<file path="src/rtl/wb_shadow_regfile.sv">
// rtl/wb_shadow_regfile.sv - writeback shadow register file, commit counter, optional commit log
// Optional commit-log FIFO built only when COMMIT_LOG_EN is defined.
module wb_shadow_regfile #(
    parameter int XLEN      = 32,
    parameter int NREG      = 32,
    parameter int LOG_DEPTH = 16
) (
    input  logic            clk,
    input  logic            rst,
    input  logic            RegWrite_W,
    input  logic [4:0]      rd_W,
    input  logic [XLEN-1:0] result_W,
    input  logic [4:0]      rs1,
    input  logic [4:0]      rs2,
    output logic [XLEN-1:0] rd1_o,
    output logic [XLEN-1:0] rd2_o,
    output logic [31:0]     commit_cnt_o,
    output logic            log_valid_o,
    input  logic            log_ready_i,
    output logic [4:0]      log_rd_o,
    output logic [XLEN-1:0] log_data_o,
    output logic            log_overflow_o
);

    // Sized to the full 5-bit index space; entries at or above NREG are never written.
    logic [XLEN-1:0] shadow [32];
    logic            counted;

    assign counted = RegWrite_W && (rd_W != 5'd0) && ({1'b0, rd_W} < 6'(NREG));

    always_ff @(posedge clk) begin
        if (rst) begin
            for (int i = 0; i < 32; i++) shadow[i] <= '0;
            commit_cnt_o <= '0;
        end else if (counted) begin
            shadow[rd_W] <= result_W;
            if (commit_cnt_o != 32'hFFFF_FFFF) commit_cnt_o <= commit_cnt_o + 32'd1;
        end
    end

    // Write-first bypass mirrors the CPU regfile so decode sees the same value.
    assign rd1_o = (rs1 == 5'd0) ? '0 :
                   (RegWrite_W && rd_W == rs1) ? result_W : shadow[rs1];
    assign rd2_o = (rs2 == 5'd0) ? '0 :
                   (RegWrite_W && rd_W == rs2) ? result_W : shadow[rs2];

`ifdef COMMIT_LOG_EN
    localparam int PW = $clog2(LOG_DEPTH);

    logic [4:0]      log_rd_mem   [LOG_DEPTH];
    logic [XLEN-1:0] log_data_mem [LOG_DEPTH];
    logic [PW-1:0]   wr_ptr;
    logic [PW-1:0]   rd_ptr;
    logic [PW:0]     count;
    logic            full;
    logic            pop;
    logic            push_ok;

    assign full    = (count == (PW+1)'(LOG_DEPTH));
    assign pop     = (count != '0) && log_ready_i;
    // A pop frees a slot in the same edge, so a full FIFO still accepts the push.
    assign push_ok = counted && (!full || pop);

    always_ff @(posedge clk) begin
        if (!rst && push_ok) begin
            log_rd_mem[wr_ptr]   <= rd_W;
            log_data_mem[wr_ptr] <= result_W;
        end
    end

    always_ff @(posedge clk) begin
        if (rst) begin
            wr_ptr         <= '0;
            rd_ptr         <= '0;
            count          <= '0;
            log_overflow_o <= 1'b0;
        end else begin
            if (push_ok) wr_ptr <= wr_ptr + 1'b1;
            if (pop)     rd_ptr <= rd_ptr + 1'b1;
            count <= count + {{PW{1'b0}}, push_ok} - {{PW{1'b0}}, pop};
            if (counted && !push_ok) log_overflow_o <= 1'b1;
        end
    end

    assign log_valid_o = (count != '0);
    assign log_rd_o    = log_valid_o ? log_rd_mem[rd_ptr]   : 5'd0;
    assign log_data_o  = log_valid_o ? log_data_mem[rd_ptr] : '0;
`else
    localparam int unused_log_depth = LOG_DEPTH;
    logic unused_log_ready;

    assign unused_log_ready = log_ready_i;
    assign log_valid_o      = 1'b0;
    assign log_rd_o         = 5'd0;
    assign log_data_o       = '0;
    assign log_overflow_o   = 1'b0;
`endif

endmodule

</file>
<file path="config.mk">
export PLATFORM = sky130hd
export DESIGN_NAME = wb_shadow_regfile
export DESIGN_NICKNAME = d
export VERILOG_FILES = /design/src/rtl/wb_shadow_regfile.sv
export SDC_FILE = /design/constraint.sdc
export NUM_CORES = 2
export LEC_CHECK = 0
export BUFFER_PORTS_ARGS = -buffer_cell sky130_fd_sc_hd__buf_4
export CAP_MARGIN = 20
export CORE_ASPECT_RATIO = 0.8
export CORE_MARGIN = 2
export CORE_UTILIZATION = 35
export CTS_CLUSTER_SIZE = 8
export DETAILED_ROUTE_END_ITERATION = 7
export PLACE_DENSITY = 0.59
export SLEW_MARGIN = 20
export SYNTH_ARGS = -nofsm -noshare
export SYNTH_HDL_FRONTEND = slang
export SYNTH_SLANG_ARGS = --single-unit
export TNS_END_PERCENT = 100
</file>
<file path="constraint.sdc">
create_clock -name clk -period 2.7 [get_ports clk]
set_input_delay 0.27 -clock clk [delete_from_list [all_inputs] [get_ports clk]]
set_output_delay 0.27 -clock clk [all_outputs]
set_load 0.02 [all_outputs]
</file>
==> Flow_metrics.wiki <==
{| class="wikitable"
! Metric !! Value
|-
| Status || finished, violations left
|-
| Violations in the final reports || negative setup slack
|-
| Endpoints failing setup || 33
|-
| Synth Register Bits || 1056
|-
| Placed wire-length estimate || 134 mm
|-
| Clock Tree Root || sky130_fd_sc_hd__clkbuf_16
|-
| Maximum number of pins on one net before global-route repair || 73
|-
| Total congestion overflow || 0
|-
| First-pass GRT wire length || 298 mm
|-
| Ratio of cells with drive above 1 in the final layout || between 30% and 40%
|-
| Synth Area per Inst || approximately 14 µm²
|-
| Synthesized area || 56600 µm²
|-
| Via count || between 40000 and 50000
|-
| Peak Freq || 317 MHz
|-
| Core Region || between 150000 and 200000 µm²
|-
| Number of distinct library cell variants in the gate-level netlist after synthesis || 71
|-
| DP Cell Count || between 6000 and 7000
|-
| Final Non-Filler Cells || roughly 6400
|-
| Final GP Congestion || just over 0.9
|-
| Clk_skew || 0.0136 ns
|-
| Power per cell area || approximately 630 nW/µm²
|-
| Average wire per cell in the routed design || 33.1 µm
|-
| Reg clk slew, reported paths || 0.05 ns
|-
| Initial core utilization || 35.4%
|-
| Via density || 6.23
|-
| Total detailed-routing wirelength || 214 mm
|-
| Horizontal die dimension || around 450 µm
|-
| Iteration-0 DRC Markers || 6212
|-
| Number of nets with antenna violations after routing || 0
|-
| Area share of the leading cell type in the synthesized netlist || 54.4%
|-
| Startpoint Class || flop
|-
| Number of enable flip-flop cells after synthesis || 1024
|-
| Worst Reg2Reg Path Length in Cells || 5
|-
| Clock Sink Count || 1056
|-
| Count of input and output buffers || 145
|-
| Crit. Startpoint || shadow[24][15]
|-
| TNS Setup || -3.78 ns
|-
| Setup slack on the worst flop-to-flop path || 0.49 ns
|-
| Count of standard-cell rows || ~130
|-
| Peak supply drop || 0.671 mV
|-
| Max-slew violation count || 0
|-
| RSZ-0062 raised after global routing || true
|-
| Layout-stage area growth over the synthesis result || 21.8%
|-
| Cells taking the most area after synthesis || sky130_fd_sc_hd__edfxtp_1 54%, sky130_fd_sc_hd__mux4_2 18%, sky130_fd_sc_hd__and2_1 8.0%
|-
| Cells after Synth || between 3000 and 4000
|-
| Total routing usage reported by global routing || 25.5%
|-
| Number of global-route vias before repair || 39600
|-
| Data arrival, critical path || 2.88 ns
|-
| Worst slew slack as a fraction of its limit || 26.6%
|-
| Final worst path period need || 3.15 ns
|-
| Sequential-to-total area share from yosys stat || 55.5%
|-
| Initial antenna violation count || 14
|-
| Cell type with the largest total area after synthesis || sky130_fd_sc_hd__edfxtp_1
|-
| Most common cell on crit path || sky130_fd_sc_hd__mux4_2
|-
| Highest-delay cell along the critical path || sky130_fd_sc_hd__mux4_2
|-
| Leak || around 23 nW
|-
| Maximum buffer depth of the clock tree || 3
|-
| Clock latency at the later pin of the worst-skew pair || 0.78 ns
|-
| Primary FF master, synth || sky130_fd_sc_hd__edfxtp_1
|-
| Post-synth ARST share || 0%
|-
| Worst Max-Slew Pin Slew || 1.10 ns
|-
| Count of endpoints failing hold in the final timing report || 0
|-
| Path type of the worst setup path || flop to output pin
|-
| CP max stage delay || roughly 0.54 ns
|-
| Final clock period utilization by the worst path || 117%
|-
| Number of nets in the layout || approximately 4300
|-
| Total die area || between 150000 and 200000 µm²
|-
| Filler cell count || 14400
|-
| Num ports || about 190
|-
| Gate family responsible for the most delay along the worst path || multiplexers
|-
| Number of buffers and inverters on the critical path || 1
|-
| Required time of the critical path || 2.43 ns
|-
| Endpoint of the lowest-slack register-to-register path || commit_cnt_o[23]
|-
| DRC violations left || 0
|-
| FF-to-FF Start || commit_cnt_o[2]
|-
| Series of cell instances along the critical path || mux4_2 > mux4_2 > a32oi_2 > o31ai_1 > buf_4
|-
| Total iterations of the first detailed-routing run || 5
|-
| Endpoint type of the worst setup path || output pin
|-
| Worst Setup EP || rd1_o[15]
|-
| Count of H-tree levels built during CTS || 4
|-
| Peak fanout along the critical path || 2
|-
| Path class of the lowest-slack min-delay path || input pin to flop
|-
| Final WS setup || -0.454 ns
|-
| CTS tree || done
|-
| Max capacitance violation total || 0
|-
| Count of warnings emitted by yosys || 0
|-
| Vertical die dimension || approximately 360 µm
|-
| Count of cell instances traversed by the critical path || 5
|-
| Cts bufs inserted || 149
|}
-- flip-flops by register name, indices dropped and copies added, names as in the netlist --
signal and cells:
commit_cnt_o 32, shadow 1024
-- cell type report --
class	instances	area [µm²]	share of cell area, %
Tap cell	2128	2660	3.86
Clock inverter	7	110	0.160
Inverter	20	75.1	0.109
Antenna cell	3	7.51	0.0109
Clock buffer	166	3920	5.69
Timing Repair Buffer	556	5690	8.27
Multi-Input combinational cell	2509	25000	36.3
Sequential cell	1056	31400	45.6
-- worst reg2reg max path: stages, from the launching register on --
cell and delay (ns):
sky130_fd_sc_hd__dfxtp_1 0.44, sky130_fd_sc_hd__and4_1 0.36, sky130_fd_sc_hd__nand4_1 0.16, sky130_fd_sc_hd__or3_1 0.53
sky130_fd_sc_hd__or4_1 0.51, sky130_fd_sc_hd__a21oi_1 0.14
-- cell usage after synthesis (all sizes together), types with 16 or more instances --
library cell and instances:
a21oi 49, a221oi 55, a22oi 100, and2 721, buf 159, clkbuf 320, dfxtp 32, edfxtp 1024
inv 19, mux2i 134, mux4 450, nand2 50, nand2b 17, nand3 35, nor2 103, nor3 288
o2111a 21, o21ai 73, o22ai 119, or2 42, or3 16
-- through the flow --
| step | instance area (µm²) | setup WS (ns) | utilization, % | hold slack [ns] | power (mW) |
|---|---|---|---|---|---|
| after floorplan | 56800 | 0.187 | - | 0.468 | 22.7 |
| after global placement | 62900 | -0.305 | 39.3 | 0.495 | 25.4 |
| after detailed placement | 62900 | -0.275 | 39.3 | 0.505 | 25.5 |
| after CTS | 68400 | -0.467 | 42.8 | 0.00517 | 43.0 |
| after global routing | 68900 | -0.447 | 43.1 | 0.0600 | 44.1 |
| final | 68900 | -0.454 | 43.1 | 0.0515 | 43.1 |
-- cells by family after synthesis --
logic type / after synthesis / synth area share [%]
other: 1 / 0.00663
AOI/OAI and AO/OA: 497 / 6.21
xor gates and xnor gates: 13 / 0.201
buffers and inverters: 499 / 4.08
muxes: 587 / 20.4
and+or+nand+nor: 1340 / 13.6
DFF: 1056 / 55.5
adders and majority gates: 1 / 0.0221
-- timing repair --
action	4_1_cts	5_1_grt
endpoints found under the setup margin	64	58
hold buffers	1	0
cloned	0	1
gates resized for setup	345	95
pin swaps	131	68
hold endpoints to repair	3	0
buffers inserted	5	4
-- power breakdown --
group | internal [mW] | switching (mW) | total [mW]
clock | 10.1 | 7.11 | 17.2
combinational | 2.78 | 3.80 | 6.57
sequential | 18.9 | 0.451 | 19.3
total | 31.8 | 11.4 | 43.1
-- worst min-delay path by stage --
stage	startpoint	to	slack (ns)	cells past startpoint
6_report	result_W[2]	shadow[18][2]	0.05	2
5_1_grt	result_W[2]	shadow[2][2]	0.06	2
4_1_cts	result_W[2]	shadow[18][2]	0.005	2
3_5_place_dp	commit_cnt_o[31]	commit_cnt_o[31]	0.50	2
3_3_place_gp	commit_cnt_o[31]	commit_cnt_o[31]	0.49	2
2_1_floorplan	result_W[31]	shadow[1][31]	0.47	1
-- cells in the final DEF (no fill, tap or decap), types with 65 or more instances in the layout --
cell,instances
sky130_fd_sc_hd__and2_1,721
sky130_fd_sc_hd__buf_12,96
sky130_fd_sc_hd__buf_4,389
sky130_fd_sc_hd__buf_6,65
sky130_fd_sc_hd__clkbuf_16,156
sky130_fd_sc_hd__conb_1,71
sky130_fd_sc_hd__edfxtp_1,1024
sky130_fd_sc_hd__mux2i_1,133
sky130_fd_sc_hd__mux4_2,450
sky130_fd_sc_hd__nor3_1,286
-- per-layer routing --
layer / part of all wire, % / wire length [µm] / vias up / GRT usage (%)
met5: 0.020 / 43 / - / 0
met4: 3.7 / 7940 / 6 / 9.98
met3: 12 / 26400 / 423 / 6.49
met2: 44 / 94600 / 2681 / 38.0
met1: 40 / 84600 / 20900 / 35.6
li1: - / - / 16100 / -
Power figures use the tool's default switching activity.
